$ cat config.mk
export PLATFORM = sky130hd
export DESIGN_NAME = alu_issue_ctrl
export DESIGN_NICKNAME = d
export VERILOG_FILES = /design/src/rtl/alu_issue_ctrl.sv
export SDC_FILE = /design/constraint.sdc
export NUM_CORES = 1
export LEC_CHECK = 0
export ABC_AREA = 0
export CAP_MARGIN = 20
export CORE_MARGIN = 1
export CORE_UTILIZATION = 25
export CTS_CLUSTER_DIAMETER = 80
export DETAILED_ROUTE_END_ITERATION = 8
export SYNTH_ARGS = -nofsm -noshare
export SYNTH_HDL_FRONTEND = slang
export SYNTH_SLANG_ARGS = --single-unit
$ cat constraint.sdc
create_clock -name clk -period 1.71 [get_ports clk]
set_input_delay 0.171 -clock clk [delete_from_list [all_inputs] [get_ports clk]]
set_output_delay 0.171 -clock clk [all_outputs]
set_load 0.05 [all_outputs]
$ cat src/rtl/alu_issue_ctrl.sv
// rtl/alu_issue_ctrl.sv - three-state issue controller driving an external 4-bit ALU over a 4x4 register file
module alu_issue_ctrl (
  input  logic       clk,
  input  logic       reset_n,
  input  logic       in_valid,
  output logic       in_ready,
  input  logic [4:0] in_op,
  input  logic [1:0] in_rd,
  input  logic [1:0] in_rs1,
  input  logic [1:0] in_rs2,
  input  logic [3:0] in_imm,
  output logic [3:0] alu_x,
  output logic [3:0] alu_y,
  output logic [3:0] alu_select,
  input  logic [3:0] alu_out,
  input  logic       alu_c_out,
  output logic       wb_valid,
  output logic [1:0] wb_rd,
  output logic [3:0] wb_data,
  output logic       flag_c,
  output logic       flag_z,
  input  logic [1:0] dbg_addr,
  output logic [3:0] dbg_data
);

  typedef enum logic [1:0] {
    S_IDLE = 2'd0,
    S_EXEC = 2'd1,
    S_WB   = 2'd2
  } state_t;

  state_t     r_state;
  state_t     w_next;
  logic       w_accept;

  logic [4:0] r_op;
  logic [1:0] r_rd;
  logic [1:0] r_rs1;
  logic [1:0] r_rs2;
  logic [3:0] r_imm;
  logic [3:0] r_cap_val;
  logic       r_cap_c;
  logic [3:0] r_regs [0:3];
  logic       r_flag_c;
  logic       r_flag_z;

  assign w_accept = in_valid && (r_state == S_IDLE);
  assign flag_c   = r_flag_c;
  assign flag_z   = r_flag_z;
  assign dbg_data = r_regs[dbg_addr];

  // State register; reset drops any in-flight operation back to IDLE.
  always_ff @(posedge clk or negedge reset_n) begin
    if (!reset_n) r_state <= S_IDLE;
    else          r_state <= w_next;
  end

  // Next state plus all state-decoded outputs (ALU drive and write-back strobe).
  always_comb begin
    w_next     = r_state;
    in_ready   = 1'b0;
    alu_x      = 4'd0;
    alu_y      = 4'd0;
    alu_select = 4'd0;
    wb_valid   = 1'b0;
    wb_rd      = 2'd0;
    wb_data    = 4'd0;
    case (r_state)
      S_IDLE: begin
        in_ready = 1'b1;
        if (in_valid) w_next = S_EXEC;
      end
      S_EXEC: begin
        alu_x      = r_regs[r_rs1];
        alu_y      = r_regs[r_rs2];
        alu_select = r_op[3:0];
        w_next     = S_WB;
      end
      S_WB: begin
        wb_valid = 1'b1;
        wb_rd    = r_rd;
        wb_data  = r_cap_val;
        w_next   = S_IDLE;
      end
      default: w_next = S_IDLE;
    endcase
  end

  // Latch the request fields on acceptance; they stay stable through EXEC and WB.
  always_ff @(posedge clk or negedge reset_n) begin
    if (!reset_n) begin
      r_op  <= 5'd0;
      r_rd  <= 2'd0;
      r_rs1 <= 2'd0;
      r_rs2 <= 2'd0;
      r_imm <= 4'd0;
    end else if (w_accept) begin
      r_op  <= in_op;
      r_rd  <= in_rd;
      r_rs1 <= in_rs1;
      r_rs2 <= in_rs2;
      r_imm <= in_imm;
    end
  end

  // Capture the result at the end of EXEC; load-immediate bypasses the ALU and drops its carry.
  always_ff @(posedge clk or negedge reset_n) begin
    if (!reset_n) begin
      r_cap_val <= 4'd0;
      r_cap_c   <= 1'b0;
    end else if (r_state == S_EXEC) begin
      r_cap_val <= r_op[4] ? r_imm : alu_out;
      r_cap_c   <= r_op[4] ? 1'b0 : alu_c_out;
    end
  end

  // Commit in WB: register write, zero flag always, carry flag only for arithmetic ops.
  always_ff @(posedge clk or negedge reset_n) begin
    if (!reset_n) begin
      for (int i = 0; i < 4; i++) r_regs[i] <= 4'd0;
      r_flag_c <= 1'b0;
      r_flag_z <= 1'b0;
    end else if (r_state == S_WB) begin
      r_regs[r_rd] <= r_cap_val;
      r_flag_z     <= (r_cap_val == 4'd0);
      if (!r_op[4] && !r_op[3]) r_flag_c <= r_cap_c;
    end
  end

endmodule

==> flow_metrics.env <==
export IMPL_status="finished, violations left"
export IMPL_failed_checks="setup timing"
export IMPL_dp_cells=280
export IMPL_syn_nets=155
export IMPL_initial_core_util_pct=26.3
export IMPL_synth_area_mm2=0.00206
export IMPL_dr_wl_met3_um=302
export IMPL_die_w_um=92.8
export IMPL_core_rowCount=32
export IMPL_rsz0062_at_grt="true"
export IMPL_wirelength_um=4500
export IMPL_grt_overflow=0
export IMPL_cp_slowest_cell="mux4_2"
export IMPL_grt_use_total_pct=11.3
export IMPL_setup_slack_ns=-0.0294
export IMPL_slowest_delay_ns=0.53
export IMPL_critical_path_class="register to primary output"
export IMPL_detail_route_wl_per_cell_um=15.2
export IMPL_dp_slack_ns=-0.0211
export IMPL_cts_buffers=5
export IMPL_hold_path_class="primary input to asynchronous set/reset pin"
export IMPL_rr_worst_depth=4
export IMPL_die_y_um=92.8
export IMPL_ys_seq_area_share_pct=48.5
export IMPL_met1_length_um=1960
export IMPL_syn_to_final_growth_pct=47.9
export IMPL_regArea_mm2=0.00101
export IMPL_r2r_slack_ns=0.24
export IMPL_ys_types=19
export IMPL_path_max_fanout=5
export IMPL_p_per_area_mw_per_mm2=1490
export IMPL_arrival_ns=1.57
export IMPL_finalNonFillerCells=295
export IMPL_start_kind="register"
export IMPL_skew_ns=0.00323
export IMPL_drive_gt1_share_pct=60.6
export IMPL_final_setup_tns_ns=-0.0965
export IMPL_drv_slew=0
export IMPL_portBuffers=50
export IMPL_top_layer="met4"
export IMPL_n_fill_cell=790
export IMPL_antenna_found_initial=0
export IMPL_grt_pass1_wl_um=7480
export IMPL_peakVddDrop_v=0.000709
export IMPL_synthCells=130
export IMPL_clk_pin_slew_worst_paths_ns=0.08
export IMPL_gp_congestion=0.708
export IMPL_p_int_mw=2.85
export IMPL_p_clk_share_pct=14.6
export IMPL_worst_hold_slack_ns=0.473
export IMPL_drv_cap=0
export IMPL_hpwl_um=3300
export IMPL_grt_pass1_vias=1452
export IMPL_clk_path_buf_depth=2
export IMPL_timing_rr_start="r_state[0]"
export IMPL_power_frac_seq_pct=38.6
export IMPL_worstPathRequired_ns=1.54
export IMPL_route_antenna_remaining_nets=0
export IMPL_cts_tree="yes"
export IMPL_switching_share_pct=37.2
export IMPL_max_freq_mhz=575
export IMPL_multiInputGateArea_mm2=0.00103
export IMPL_grt_max_degree=41
export IMPL_slew_headroom_pct=66.8
export IMPL_min_period_over_period_pct=102
export IMPL_via_per_inst=4.56
export IMPL_vias=1345
export IMPL_crit_chain="mux4_2 > and2_4 > buf_12"
export IMPL_power_leakage_nw=1.25
export IMPL_ios=51
export IMPL_core_area_mm2=0.00785
export IMPL_drt_first_iter_violations=45
export IMPL_nets=217
export IMPL_tightest_slew_ns=0.498
export IMPL_antennaDiodeCount=0
export IMPL_r2r_end="r_op[0]"
export IMPL_firstDrtPassIters=4
export IMPL_root_buffer="clkbuf_8"
export IMPL_yosys_warnings=0
export IMPL_period_needed_ns=1.74
export IMPL_hold_violations=0
export IMPL_final_setup_viol_count=8
export IMPL_critPathCaptureType="primary output"
export IMPL_p_switching_mw=1.69
export IMPL_ctsHtreeMaxLevel=2
export IMPL_cts_sinks=40
export IMPL_avgSynthCellArea_um2=15.9
export IMPL_die_area_mm2=0.00862
export IMPL_wl_met2_um=2220
export IMPL_drc=0
export IMPL_power_frac_comb_pct=46.8
export IMPL_clk_latency_ns=0.28
export IMPL_ys_ff_latch=40
[layout make-up]
cell class | count | area share [%]
Multi-Input combinational cell | 83 | 33.7
Timing Repair Buffer | 62 | 25.9
Tap cell | 102 | 4.18
Clock buffer | 6 | 2.71
Clock inverter | 2 | 0.492
Sequential cell | 40 | 33.0
[power by group through the flow]
stage                     clock [mW]  sequential [mW]  combinational (mW)
after floorplan                    0             1.65                1.36
after global placement             0             1.76                2.01
after detailed placement           0             1.78                2.04
after CTS                      0.687             1.76                2.13
after global routing           0.712             1.83                2.24
final                          0.660             1.75                2.12
[cells in the mapped netlist]
master / instances / area share, %
buf_12: 1 / 0.97
nor2b_1: 2 / 0.61
and4bb_2: 2 / 1.2
and2_1: 18 / 5.5
nand4b_1: 1 / 0.42
mux2_2: 33 / 18
mux4_2: 12 / 13
mux2_4: 9 / 6.6
buf_2: 2 / 0.49
and2b_1: 1 / 0.36
dfrtp_1: 40 / 49
nor4b_4: 1 / 1.2
nor4_1: 1 / 0.30
nor4b_1: 1 / 0.42
buf_6: 1 / 0.55
nor2_1: 1 / 0.18
buf_4: 1 / 0.36
nor3b_4: 1 / 0.91
clkbuf_1: 2 / 0.36
[cells in the final DEF (no fill, tap or decap)]
| master | n |
|---|---|
| and2_4 | 8 |
| buf_12 | 21 |
| and4bb_2 | 2 |
| nor2_1 | 1 |
| nand4b_1 | 1 |
| dfrtp_1 | 36 |
| mux2_2 | 33 |
| nor4b_4 | 1 |
| dlygate4sd2_1 | 1 |
| clkbuf_8 | 6 |
| dlygate4sd3_1 | 1 |
| clkinvlp_4 | 2 |
| nor2b_2 | 1 |
| nor4b_1 | 1 |
| nor4_1 | 1 |
| nor3b_4 | 1 |
| and2_1 | 10 |
| buf_4 | 14 |
| nor2b_1 | 1 |
| dfrtp_2 | 4 |
| buf_2 | 1 |
| and2b_2 | 1 |
| clkdlybuf4s50_1 | 23 |
| mux2_4 | 9 |
| buf_6 | 1 |
| mux4_2 | 12 |
[flip-flops by register name, indices dropped and copies added (netlist names)]
name,flops
r_cap_c,1
r_rs1,2
flag_c,1
flag_z,1
r_rd,2
r_rs2,2
r_imm,4
r_regs,16
r_cap_val,4
r_state,2
r_op,5
[routing by layer]
metal	vias up	track usage (%)
met5	-	0
li1	608	-
met3	2	3.78
met4	0	2.69
met2	44	18.6
met1	691	14.4
[per-stage QoR]
| step | area [um2] | util [%] | power [mW] |
|---|---|---|---|
| finish | 3050 | 38.9 | 4.53 |
| global placement | 2870 | 36.5 | 3.78 |
| detailed placement | 2870 | 36.5 | 3.82 |
| CTS | 3030 | 38.6 | 4.58 |
| global route | 3050 | 38.9 | 4.78 |
| floorplan | 2060 | - | 3.01 |
[critical path: cells and delay by family, from the launching register on]
family / cells / cell delay, ns
simple gates: 1 / 0.16
buf+inv: 1 / 0.14
mux: 1 / 0.53
flops: 1 / 0.46
[cell families (layout without fill, tap and decap cells)]
group,Yosys count,after routing,synth area share (%)
mux,54,54,37.7
simple gates,29,29,11.0
flops,40,40,48.5
buf+inv,7,70,2.73
[worst max-delay path by stage]
stage,start,endpoint
after floorplan,r_state[0],wb_data[0]
after global placement,dbg_addr[0],dbg_data[0]
final,r_rs1[0],alu_x[3]
after CTS,r_rs2[0],alu_y[1]
after global routing,r_rs2[0],alu_y[1]
after detailed placement,dbg_addr[0],dbg_data[3]
[what timing repair did]
item / CTS / global route
endpoints found under the setup margin: 22 / 12
hold buffers: 1 / 0
pin swaps: 8 / 0
gates cloned: 0 / 0
buffers inserted: 4 / 2
endpoints found under the hold margin: 40 / 0
resized for setup: 15 / 1
Note: power is estimated with default switching activity, not from simulation.
